[config.mk]
export PLATFORM = sky130hd
export DESIGN_NAME = midi_tx
export DESIGN_NICKNAME = d
export VERILOG_FILES = /design/src/rtl/midi_tx_pkg.sv /design/src/rtl/midi_tx_uart.sv /design/src/rtl/midi_tx.sv
export SDC_FILE = /design/constraint.sdc
export NUM_CORES = 1
export LEC_CHECK = 0
export CAP_MARGIN = 20
export CELL_PAD_IN_SITES_DETAIL_PLACEMENT = 1
export CELL_PAD_IN_SITES_GLOBAL_PLACEMENT = 2
export CORE_ASPECT_RATIO = 0.9
export CORE_UTILIZATION = 41
export CTS_BUF_LIST = sky130_fd_sc_hd__clkbuf_4 sky130_fd_sc_hd__clkbuf_8
export DETAILED_ROUTE_END_ITERATION = 8
export HOLD_SLACK_MARGIN = 0.15
export PLACE_DENSITY = 0.89
export SYNTH_ARGS = -nofsm -noshare
export SYNTH_HDL_FRONTEND = slang
export SYNTH_SLANG_ARGS = --single-unit
[constraint.sdc]
create_clock -name clk_in -period 3.3 [get_ports clk_in]
set_clock_uncertainty 0.2 [all_clocks]
set_input_delay 0.825 -clock clk_in [delete_from_list [all_inputs] [get_ports clk_in]]
set_output_delay 0.825 -clock clk_in [all_outputs]
set_load 0.03 [all_outputs]
[src/rtl/midi_tx_pkg.sv]
// Shared constants, state types and message-length helper for the MIDI OUT
// transmitter. A MIDI event on the synth bus is {status, data1, data2}.
package midi_tx_pkg;

  localparam int MIDI_BYTES        = 24;
  localparam int MIDI_CLKS_PER_BIT = 3146;  // 98.304 MHz / 31250, rounded

  // Channel-voice status bytes for channel 0 (OR in the channel number).
  localparam logic [7:0] NOTE_OFF    = 8'h80;
  localparam logic [7:0] NOTE_ON     = 8'h90;
  localparam logic [7:0] CC          = 8'hB0;
  localparam logic [7:0] PROG_CHANGE = 8'hC0;
  localparam logic [7:0] PITCH_BEND  = 8'hE0;

  typedef enum logic [1:0] {
    U_IDLE,
    U_START,
    U_DATA,
    U_STOP
  } uart_state_e;

  typedef enum logic [1:0] {
    ST_IDLE,
    ST_SEND,
    ST_DROP
  } msg_state_e;

  // Bytes on the wire for a status (including the status byte itself);
  // 0 means the event is not a transmittable channel-voice message.
  function automatic logic [1:0] midi_len(input logic [7:0] status);
    logic [1:0] len;
    len = 2'd0;
    if (status[7]) begin
      case (status[7:4])
        4'h8, 4'h9, 4'hA, 4'hB, 4'hE: len = 2'd3;
        4'hC, 4'hD:                   len = 2'd2;
        default:                      len = 2'd0;
      endcase
    end
    return len;
  endfunction

endpackage

[src/rtl/midi_tx_uart.sv]
// uart_tx_byte: serializes one 8N1 byte, LSB first, CLKS_PER_BIT cycles per bit.
// A new byte offered while the stop bit ends starts immediately, so bytes run
// back to back with no idle gap.
//   clk_in    system clock
//   rst_in    async active-high reset (line returns high at once)
//   byte_in   byte to send, taken when valid_in && ready_out
//   valid_in  byte_in is valid
//   ready_out idle, or last cycle of the stop bit
//   tx_out    registered serial line, idle high
//
//   state   | meaning
//   U_IDLE  | line high, waiting for a byte
//   U_START | start bit (low)
//   U_DATA  | 8 data bits, bit_q counts them
//   U_STOP  | stop bit (high)
module uart_tx_byte
  import midi_tx_pkg::*;
#(
  parameter int CLKS_PER_BIT = MIDI_CLKS_PER_BIT
) (
  input  logic       clk_in,
  input  logic       rst_in,
  input  logic [7:0] byte_in,
  input  logic       valid_in,
  output logic       ready_out,
  output logic       tx_out
);

  localparam int CNT_W = (CLKS_PER_BIT > 1) ? $clog2(CLKS_PER_BIT) : 1;
  localparam logic [CNT_W-1:0] CNT_RELOAD = CNT_W'(CLKS_PER_BIT - 1);

  uart_state_e      state_q, state_d;
  logic [CNT_W-1:0] cnt_q, cnt_d;
  logic [2:0]       bit_q, bit_d;
  logic [7:0]       shreg_q, shreg_d;
  logic             tx_q, tx_d;
  logic             bit_done;

  // Baud timer counts down; a bit ends when it reaches zero.
  assign bit_done = (cnt_q == '0);
  assign tx_out   = tx_q;

  always_ff @(posedge clk_in or posedge rst_in) begin
    if (rst_in) begin
      state_q <= U_IDLE;
      cnt_q   <= CNT_RELOAD;
      bit_q   <= 3'd0;
      shreg_q <= 8'h00;
      tx_q    <= 1'b1;
    end else begin
      state_q <= state_d;
      cnt_q   <= cnt_d;
      bit_q   <= bit_d;
      shreg_q <= shreg_d;
      tx_q    <= tx_d;
    end
  end

  always_comb begin
    state_d   = state_q;
    cnt_d     = bit_done ? CNT_RELOAD : cnt_q - 1'b1;
    bit_d     = bit_q;
    shreg_d   = shreg_q;
    tx_d      = tx_q;
    ready_out = 1'b0;
    case (state_q)
      U_IDLE: begin
        ready_out = 1'b1;
        cnt_d     = CNT_RELOAD;
        if (valid_in) begin
          state_d = U_START;
          shreg_d = byte_in;
          tx_d    = 1'b0;
        end
      end
      U_START: begin
        if (bit_done) begin
          state_d = U_DATA;
          bit_d   = 3'd0;
          tx_d    = shreg_q[0];
          shreg_d = shreg_q >> 1;
        end
      end
      U_DATA: begin
        if (bit_done) begin
          if (bit_q == 3'd7) begin
            state_d = U_STOP;
            tx_d    = 1'b1;
          end else begin
            bit_d   = bit_q + 3'd1;
            tx_d    = shreg_q[0];
            shreg_d = shreg_q >> 1;
          end
        end
      end
      U_STOP: begin
        if (bit_done) begin
          ready_out = 1'b1;
          if (valid_in) begin
            state_d = U_START;
            shreg_d = byte_in;
            tx_d    = 1'b0;
          end else begin
            state_d = U_IDLE;
          end
        end
      end
      default: state_d = U_IDLE;
    endcase
  end

endmodule

[src/rtl/midi_tx.sv]
// midi_tx: turns 24-bit channel-voice events into 2- or 3-byte MIDI messages
// on the MIDI OUT line, with optional running-status compression.
//   clk_in          system clock
//   rst_in          async active-high reset
//   event_in        {status, data1, data2}, sampled on accept
//   event_valid_in  event_in is valid
//   event_ready_out high in IDLE; accept = valid && ready at a rising edge
//   tx_out          MIDI OUT serial line, idle high
//   busy_out        a message is on the wire
//
//   state   | meaning
//   ST_IDLE | ready for an event
//   ST_SEND | message bytes being fed to the byte serializer
//   ST_DROP | one-cycle turnaround after a non-transmittable event
module midi_tx
  import midi_tx_pkg::*;
#(
  parameter int CLKS_PER_BIT   = MIDI_CLKS_PER_BIT,
  parameter int RUNNING_STATUS = 1
) (
  input  logic                  clk_in,
  input  logic                  rst_in,
  input  logic [MIDI_BYTES-1:0] event_in,
  input  logic                  event_valid_in,
  output logic                  event_ready_out,
  output logic                  tx_out,
  output logic                  busy_out
);

  msg_state_e  state_q, state_d;
  logic [15:0] msg_q, msg_d;          // pending bytes, next one in [7:0]
  logic [1:0]  rem_q, rem_d;          // bytes still to hand to the serializer
  logic [7:0]  last_status_q, last_status_d;
  logic        last_valid_q, last_valid_d;  // 0 = no running status

  logic [7:0]  status, data1, data2, u_byte;
  logic [1:0]  len;
  logic        skip, u_valid, u_ready;

  assign status = event_in[23:16];
  assign data1  = event_in[15:8] & 8'h7F;
  assign data2  = event_in[7:0] & 8'h7F;
  assign len    = midi_len(status);
  assign skip   = (RUNNING_STATUS != 0) && last_valid_q && (status == last_status_q);

  assign event_ready_out = (state_q == ST_IDLE);
  assign busy_out        = (state_q == ST_SEND);

  always_ff @(posedge clk_in or posedge rst_in) begin
    if (rst_in) begin
      state_q       <= ST_IDLE;
      msg_q         <= 16'h0000;
      rem_q         <= 2'd0;
      last_status_q <= 8'h00;
      last_valid_q  <= 1'b0;
    end else begin
      state_q       <= state_d;
      msg_q         <= msg_d;
      rem_q         <= rem_d;
      last_status_q <= last_status_d;
      last_valid_q  <= last_valid_d;
    end
  end

  // The first byte goes to the serializer in the accept cycle itself, so the
  // start bit appears on the line one cycle after accept.
  always_comb begin
    state_d       = state_q;
    msg_d         = msg_q;
    rem_d         = rem_q;
    last_status_d = last_status_q;
    last_valid_d  = last_valid_q;
    u_valid       = 1'b0;
    u_byte        = msg_q[7:0];
    case (state_q)
      ST_IDLE: begin
        if (event_valid_in) begin
          if (len == 2'd0) begin
            state_d = ST_DROP;
            if (status[7:4] == 4'hF) last_valid_d = 1'b0;
          end else begin
            state_d = ST_SEND;
            u_valid = 1'b1;
            if (skip) begin
              u_byte = data1;
              msg_d  = {8'h00, data2};
              rem_d  = (len == 2'd3) ? 2'd1 : 2'd0;
            end else begin
              u_byte        = status;
              msg_d         = {data2, data1};
              rem_d         = len - 2'd1;
              last_status_d = status;
              last_valid_d  = 1'b1;
            end
          end
        end
      end
      ST_SEND: begin
        u_valid = (rem_q != 2'd0);
        if (u_ready) begin
          if (u_valid) begin
            msg_d = msg_q >> 8;
            rem_d = rem_q - 2'd1;
          end else begin
            state_d = ST_IDLE;
          end
        end
      end
      ST_DROP: state_d = ST_IDLE;
      default: state_d = ST_IDLE;
    endcase
  end

  uart_tx_byte #(
    .CLKS_PER_BIT(CLKS_PER_BIT)
  ) u_uart (
    .clk_in   (clk_in),
    .rst_in   (rst_in),
    .byte_in  (u_byte),
    .valid_in (u_valid),
    .ready_out(u_ready),
    .tx_out   (tx_out)
  );

endmodule

==> run metrics, run 1 <==
Core Box Area approximately 7100 um^2; max-cap violation count 0; clk buf depth 2; number of H-tree levels 2; clock sink total 53; Rel. slew slack between 50 and 60%; top_reg_cell synth dfrtp_1; Max Clock Freq about 330 MHz; NumNets Final about 360; Worst-Skew Late Latency between 300 and 400 ps; RSZ-0062 raised after global routing false; cts bufs inserted 5; initial core utilization a little over two fifths; first-pass GRT wire length between 10,000 and 15,000 um; Synth Area in Adders 3.759%; routability-driven placement congestion ratio 0.7470; Pwr Density 465.4 nW/um^2; Avg Cell Area, Syn approximately 10 um^2; Pins Over Slew Limit 0; io pins 30; CP endpoint kind output pin; ratio of cells with drive above 1 in the final layout between 10% and 20%; Crit path arrival time between 1500 and 2000 ps; Comb pwr share approximately 18%; post-synth top area cell dfrtp_1; Post-synth EDFFs 0; drt total wl around 7300 um; CTS tree yes; crit path max fanout 5; die height 83.09 um; # setup viols final 0; WP data required about 2300 ps; XOR/XNOR Fraction of Synth Area 4.637%; gr usage total a little over a fifth; Synth cell types 57; row count 29; FF-to-FF path depth 5; hold_buf cts 0; Post-Synth Simple-Gate Area between 20% and 30%; die width roughly 92 um; startpoint type of the worst setup path flop; DRT Pass-1 Iters 4; Synth top area share around 39%; post-synthesis register bit count 53; Ys Warns 0; mux contribution to synthesized area approximately 6.3%; Avg WL per Cell 17.67 um; largest family of logic cells by synthesized area simple AND/OR/NAND/NOR gates; sequential area share after synthesis between 40% and 50%; initial drt markers ~120; post-route ant nets 0; total gr overflow 0; CTS root buf clkbuf_8; Reg clk slew, reported paths around 100 ps; main area contributors after synthesis dfrtp_1 (39%), dfstp_2 (5.3%), nand2_1 (4.6%); clock network power share 32.5%; Pint between 1 and 1.5 mW; most frequent cells in the layout dfrtp_1 (47), nand2_1 (37), clkdlybuf4s50_1 (27), nor2_1 (24), xnor2_1 (12); Setup TNS 0 ps; post-synthesis to final-layout area growth 16.96%; period utilisation layout roughly nine tenths; leak pwr about 1.4 nW; HP Class flop to flop; Fin. Hold Viols 0; detailed-route via count ~2,400; Power Total 1.630 mW; Setup Fix Bufs, Post-CTS 0; asr flop ratio synth between 90% and 100%; Setup CP Type flop to output pin; n_diodes 0; Final Util 49.51%; vias in the first global route approximately 2,600; Mapped Nets between 300 and 400; largest net degree at the start of global routing between 50 and 60; Switching Power roughly 0.44 mW; Flop pwr share between 40% and 50%; Max VDD drop around 0.27 mV; compound-gate portion of the synthesized area between 10% and 20%; IO Port Bufs 27; drt via density 5.744; antenna violations before repair 0; hold depth 1; HPWL after DPL 5124 um; DIE AREA roughly 7700 um^2; # fillers a little under 800; most common cell after layout, fill and taps aside dfrtp_1; final worst path period need between 2000 and 3000 ps; drt drc 0; status completed; Sw Ratio 27.03%; cts repair resizes 0; Synth Instances roughly 290; actual slew at the worst max-slew pin approximately 700 ps; Post-Syn Area about 3000 um^2
==> per-stage QoR <==
step	hold slack (ps)	std cells	setup slack, ps	cell area [um^2]
after floorplan	228.6	294	914.1	2995
after global placement	235.3	406	300.7	3369
after detailed placement	252.6	406	197.1	3369
after CTS	279.4	414	269.0	3503
after global routing	311.9	414	181.6	3503
final	271.9	414	307.1	3503
==> synthesized netlist by cell type, drive strengths merged, types with 2 or more instances <==
master,count
nor4,3
o221ai,7
ha,9
a311o,8
inv,9
or3,2
xnor2,13
o211ai,2
dfrtp,47
dfstp,6
nor2,26
buf,11
a21oi,4
nand2,37
nor3,6
or4b,2
o31ai,9
a31oi,8
nand3,10
nor3b,2
mux2,9
xor2,2
o21ai,7
nand4,9
a211o,2
a22o,7
nor2b,5
and3,3
clkbuf,5
a22oi,2
or2,3
mux2i,8
==> routing by layer <==
metal / vias up / track usage [%] / wire length (um)
met2: 36 / 36.43 / 3647
met3: 11 / 2.656 / 133
met1: 1200 / 27.85 / 3450
li1: 1131 / - / -
met5: - / 0 / 0
met4: 0 / 5.398 / 86
==> critical path: stages, from the launching register on <==
cell             delay (ps)
dfrtp_1                 450
nor2b_1                 440
clkdlybuf4s50_1         770
==> power groups by stage <==
stage                     Clock [mW]  Sequential [mW]  Combinational [mW]
final                          0.530            0.802               0.298
after global routing           0.569            0.815               0.336
after CTS                      0.546            0.802               0.301
after detailed placement           0            0.813               0.295
after global placement             0            0.811               0.281
after floorplan                    0            0.798               0.213
==> registers in the layout, indices dropped and copies added (netlist names), 2 cells and up <==
name,flops
u_uart.cnt_q,12
state_q,2
u_uart.bit_q,3
u_uart.shreg_q,8
last_status_q,8
u_uart.state_q,2
msg_q,14
rem_q,2
==> layout make-up <==
| class | count | area (um^2) | share of cell area (%) |
|---|---|---|---|
| clock buffer | 5 | 68.82 | 1.964 |
| clock inverter | 3 | 65.06 | 1.857 |
| inverter | 9 | 33.78 | 0.9643 |
| multi-input combinational | 216 | 1530 | 43.68 |
| sequential | 53 | 1334 | 38.07 |
| tap | 93 | 116.4 | 3.321 |
| timing repair buffer | 35 | 355.3 | 10.14 |
==> kinds of logic (layout without fill, tap and decap cells) <==
| logic type | after synthesis | after routing |
|---|---|---|
| AOI/OAI and AO/OA | 62 | 62 |
| and+or+nand+nor | 113 | 113 |
| adders and majority gates | 9 | 9 |
| muxes | 17 | 17 |
| buffers and inverters | 25 | 52 |
| DFF | 53 | 53 |
| xor gates and xnor gates | 15 | 15 |
==> worst paths after layout <==
| path | from | slack (ps) | to |
|---|---|---|---|
| max | state_q[0] | 310 | busy_out |
| min | u_uart.cnt_q[0] | 270 | u_uart.cnt_q[0] |
| max reg2reg | u_uart.state_q[0] | 710 | u_uart.shreg_q[7] |
| min reg2reg | u_uart.cnt_q[0] | 270 | u_uart.cnt_q[0] |
| max in group asynchronous | rst_in | 1920 | u_uart.tx_out |
| min in group asynchronous | rst_in | 650 | last_status_q[5] |
Power figures use the tool's default switching activity.
==> inputs of run 2 (changes only) <==
--- a/config.mk
+++ b/config.mk
@@ -15,4 +15,5 @@
 export HOLD_SLACK_MARGIN = 0.15
 export PLACE_DENSITY = 0.89
+export RECOVER_POWER = 100
 export SYNTH_ARGS = -nofsm -noshare
 export SYNTH_HDL_FRONTEND = slang
--- a/constraint.sdc
+++ b/constraint.sdc
@@ -3,3 +3,3 @@
 set_input_delay 0.825 -clock clk_in [delete_from_list [all_inputs] [get_ports clk_in]]
 set_output_delay 0.825 -clock clk_in [all_outputs]
-set_load 0.03 [all_outputs]
+set_load 0.1 [all_outputs]
==> run metrics, run 2 (synthesis results as in run 1) <==
final worst path period need 2924 ps (-68.58 ps); most frequent cells in the layout dfrtp_1 (47), nand2_1 (37), nor2_1 (24), clkdlybuf4s50_1 (22), xnor2_1 (12); IO Port Bufs 27 (unchanged); Top Registers msg_q x14, u_uart.cnt_q x12; drt via density 5.606 (-2.4%); period utilisation layout 88.61% (-2.1 points); n_diodes 0 (unchanged); DRT Pass-1 Iters 4 (unchanged); crit path max fanout 10 (+5); clock sink total 53 (unchanged); WL met2 3269 um (-10%); Avg WL per Cell 16.60 um (-6.1%); Reg clk slew, reported paths 100 ps (about the same); hold_buf cts 0 (unchanged); Crit path arrival time 2880 ps (+910 ps); Top delay family on crit path buffers and inverters; Setup CP Type input pin to flop; drt total wl 6871 um (-6.1%); antenna violations before repair 0 (unchanged); initial drt markers 51 (-56%); most common cell after layout, fill and taps aside dfrtp_1; CP max stage cell dlygate4sd3_1; io pins 30 (unchanged); Pins Over Slew Limit 0 (unchanged); Max Clock Freq 342.0 MHz (+2.3%); largest net degree at the start of global routing 54 (unchanged); row count 29 (unchanged); max-cap violation count 0 (unchanged); actual slew at the worst max-slew pin 1373 ps (+677.5 ps); Fin. Hold Viols 0 (unchanged); # setup viols final 0 (unchanged); Critical Path Max Stage Delay 640 ps (-130 ps); Pwr Density 431.1 nW/um^2 (-7.4%); detailed-route via count 2,321 (-2.4%); status completed; CTS tree yes; # fillers 798 (+3.4%); Cell Chain, Critical Path dlygate4sd3_1, xnor2_1, nand4_1, nor3_2, buf_4, mux2i_1, o221ai_1; startpoint type of the worst setup path input pin; max reg flops 14 (unchanged); Power Total 1.469 mW (-9.9%); NumNets Final 356 (unchanged); HP Class flop to flop; post-route ant nets 0 (unchanged); first-pass GRT wire length 11,940 um (-6.7%); routability-driven placement congestion ratio 0.7266 (-2.7%); Max VDD drop 0.2066 mV (-23%); number of H-tree levels 2 (unchanged); cts repair resizes 0 (unchanged); HPWL after DPL 4871 um (-4.9%); cts bufs inserted 5 (unchanged); CP endpoint kind flop; vias in the first global route 2,423 (-7.1%); die height 83.09 um (unchanged); total gr overflow 0 (unchanged); WL met3 127 um (-4.5%); WL met1 3437 um (-0.38%); initial core utilization 42.33% (unchanged); ratio of cells with drive above 1 in the final layout 12.15% (-3.1 points); gr usage total 19.40% (-1.7 points); Buf/Inv on CP 2 (+1); DIE AREA 7652 um^2 (unchanged); Setup Fix Bufs, Post-CTS 0 (unchanged); leak pwr 1.358 nW (-4.0%); largest register by flop count msg_q; CTS root buf clkbuf_8; RSZ-0062 raised after global routing false; Setup TNS 0 ps (unchanged); drt drc 0 (unchanged); Worst-Skew Late Latency 310 ps (about the same); Core Box Area 7076 um^2 (unchanged); uppermost layer routed met4; die width 92.10 um (unchanged); Rel. slew slack 8.478% (-45 points); clk buf depth 2 (unchanged); post-synthesis to final-layout area growth 13.74%; WP data required 3260 ps (+990 ps)
## run 2: cell type report
class / instances / area (um^2) / share of cell area (%)
clock buffer: 6 / 76.32 / 2.240
timing repair buffer: 35 / 330.3 / 9.695
multi-input combinational: 216 / 1501 / 44.07
tap: 93 / 116.4 / 3.415
inverter: 9 / 33.78 / 0.9916
clock inverter: 2 / 15.01 / 0.4407
sequential: 53 / 1334 / 39.15
## run 2: layer usage
layer	vias to the layer above	global-route usage (%)
met3	4	3.022
met4	0	2.557
met1	1164	27.02
met5	-	0
met2	28	32.70
li1	1125	-
## run 2: where the power goes
group          internal [mW]  leakage [nW]  total [mW]  switching [mW]
clock network          0.159        0.0408       0.382           0.224
logic                  0.138         0.644       0.284           0.147
registers              0.745         0.672       0.802          0.0572
## run 2: metrics by stage
stage          instances  util, %  worst slack [ps]  instance area, um^2  hold slack, ps
2_1_floorplan        294        -             585.7                 2995           228.6
3_3_place_gp         406    47.69             296.1                 3374           234.6
3_5_place_dp         406    47.69             235.7                 3374           247.9
4_1_cts              414    48.98             555.4                 3466           273.6
5_1_grt              414    48.15             185.0                 3407           305.9
6_report             414    48.15             375.7                 3407           289.4
## run 2: worst paths after layout
check	from	to	slack (ps)	depth (start not counted)
hold reg to reg	u_uart.cnt_q[0]	u_uart.cnt_q[0]	290	1
hold / removal	u_uart.cnt_q[0]	u_uart.cnt_q[0]	290	1
setup reg to reg	u_uart.state_q[1]	u_uart.bit_q[0]	690	5
setup / recovery	event_in[22]	msg_q[0]	380	7
min in group asynchronous	rst_in	last_status_q[1]	1210	3
max in group asynchronous	rst_in	u_uart.shreg_q[3]	860	3
==> inputs of run 3 (changes only) <==
Settings changed: CORE_UTILIZATION 41 to 31, PLACE_DENSITY 0.89 to 0.71.
==> run metrics, run 3 (synthesis results as in run 1) <==
status completed; # fillers 1,074 (+35%); Max VDD drop 0.2199 mV (+6.4%); cts bufs inserted 5 (unchanged); CP endpoint kind flop; io pins 30 (unchanged); final worst path period need 2933 ps (+8.630 ps); drt via density 5.249 (-6.4%); DRT Pass-1 Iters 4 (unchanged); Max Clock Freq 341.0 MHz (-0.29%); vias in the first global route 2,415 (-0.33%); Power Total 1.571 mW (+7.0%); RSZ-0062 raised after global routing false; Setup CP Type input pin to flop; n_diodes 0 (unchanged); drt total wl 7286 um (+6.0%); cts repair resizes 0 (unchanged); detailed-route via count 2,336 (+0.65%); Worst-Skew Late Latency 310 ps (about the same); startpoint type of the worst setup path input pin; NumNets Final 358 (+0.56%); Reg clk slew, reported paths 100 ps (about the same); Placed Cells 437 (+7.6%); Top Registers msg_q x14, u_uart.cnt_q x12; Avg WL per Cell 16.37 um (-1.3%); actual slew at the worst max-slew pin 1169 ps (-203.6 ps); post-synthesis to final-layout area growth 16.04%; largest register by flop count msg_q; die width 105.6 um (+15%); Rel. slew slack 22.39% (+14 points); # setup viols final 0 (unchanged); IO Port Bufs 27 (unchanged); clock sink total 53 (unchanged); largest net degree at the start of global routing 24 (-56%); WP data required 3270 ps (about the same); Fin. Hold Viols 0 (unchanged); row count 33 (+14%); Pins Over Slew Limit 0 (unchanged); most common cell after layout, fill and taps aside dfrtp_1; ratio of cells with drive above 1 in the final layout 12.69% (+0.54 points); antenna violations before repair 0 (unchanged); Core Box Area 9249 um^2 (+31%); max reg flops 14 (unchanged); CTS tree yes; gr usage total 15.49% (-3.9 points); die height 95.26 um (+15%); DIE AREA 10,060 um^2 (+31%); leak pwr 1.386 nW (+2.1%); crit path max fanout 8 (-2); max-cap violation count 0 (unchanged); Setup TNS 0 ps (unchanged); routability-driven placement congestion ratio 0.8004 (+10%); most frequent cells in the layout dfrtp_1 (47), nand2_1 (37), nor2_1 (24), clkdlybuf4s50_1 (22), xnor2_1 (12); clk buf depth 2 (unchanged); Crit path arrival time 2900 ps (+20 ps); Final Util 37.58% (-11 points); hold_buf cts 0 (unchanged); drt drc 0 (unchanged); initial core utilization 32.39% (-9.9 points); initial drt markers 73 (+43%); Setup Fix Bufs, Post-CTS 0 (unchanged); first-pass GRT wire length 12,120 um (+1.5%); post-route ant nets 0 (unchanged); CTS root buf clkbuf_8; HP Class flop to flop; HPWL after DPL 5368 um (+10%); total gr overflow 0 (unchanged); non-filler cells, final 445 (+7.5%); WHS 290.6 ps (+1.256 ps); Pwr Density 452.0 nW/um^2 (+4.9%); number of H-tree levels 2 (unchanged); period utilisation layout 88.88% (+0.26 points)
run 3: cell types whose count changed in the layout (fill, tap and decap cells not counted), sizes merged:
| cell | before | now |
|---|---|---|
| buf | 6 | 8 |
| bufinv | 0 | 1 |
| clkinv | 1 | 0 |
| clkinvlp | 2 | 1 |
| inv | 8 | 9 |
run 3: metal layers:
layer	vias to the layer above	routed length, um	track usage [%]	share of wire (%)
li1	1126	-	-	-
met3	8	146	2.529	2.0
met4	0	89	4.167	1.2
met1	1172	3573	20.39	49
met2	30	3476	26.59	48
met5	-	0	0	0
run 3: worst max-delay path, stage by stage:
cell,delay [ps]
dlygate4sd3_1,640
xnor2_1,240
nand3_2,190
nor3_1,430
buf_4,250
mux2i_1,200
o221ai_1,120
run 3: worst paths after layout:
kind / start / to / slack, ps / depth (start not counted)
hold reg to reg: u_uart.cnt_q[0] / u_uart.cnt_q[0] / 290 / 1
setup / recovery: event_in[21] / msg_q[6] / 370 / 7
setup reg to reg: u_uart.state_q[0] / u_uart.bit_q[0] / 740 / 5
min in group asynchronous: rst_in / last_status_q[5] / 890 / 2
hold / removal: u_uart.cnt_q[0] / u_uart.cnt_q[0] / 290 / 1
max in group asynchronous: rst_in / msg_q[2] / 680 / 3
run 3: final cells by class:
type	count	area, um^2	area share (%)
multi-input combinational	216	1503	43.23
sequential	53	1334	38.37
timing repair buffer	37	332.8	9.575
tap	122	152.6	4.392
clock buffer	6	82.58	2.376
clock inverter	2	37.54	1.080
inverter	9	33.78	0.9719
run 3: per-stage QoR:
step | area (um^2) | setup WS, ps
5_1_grt | 3476 | 257.1
6_report | 3476 | 367.1
4_1_cts | 3533 | 539.5
3_3_place_gp | 3413 | 255.1
3_5_place_dp | 3413 | 200.6
2_1_floorplan | 2995 | 585.7
run 3: report_power, final:
group / switching, mW / total, mW / internal (mW)
Clock: 0.234 / 0.481 / 0.247
Combinational: 0.149 / 0.289 / 0.140
Sequential: 0.0567 / 0.801 / 0.745
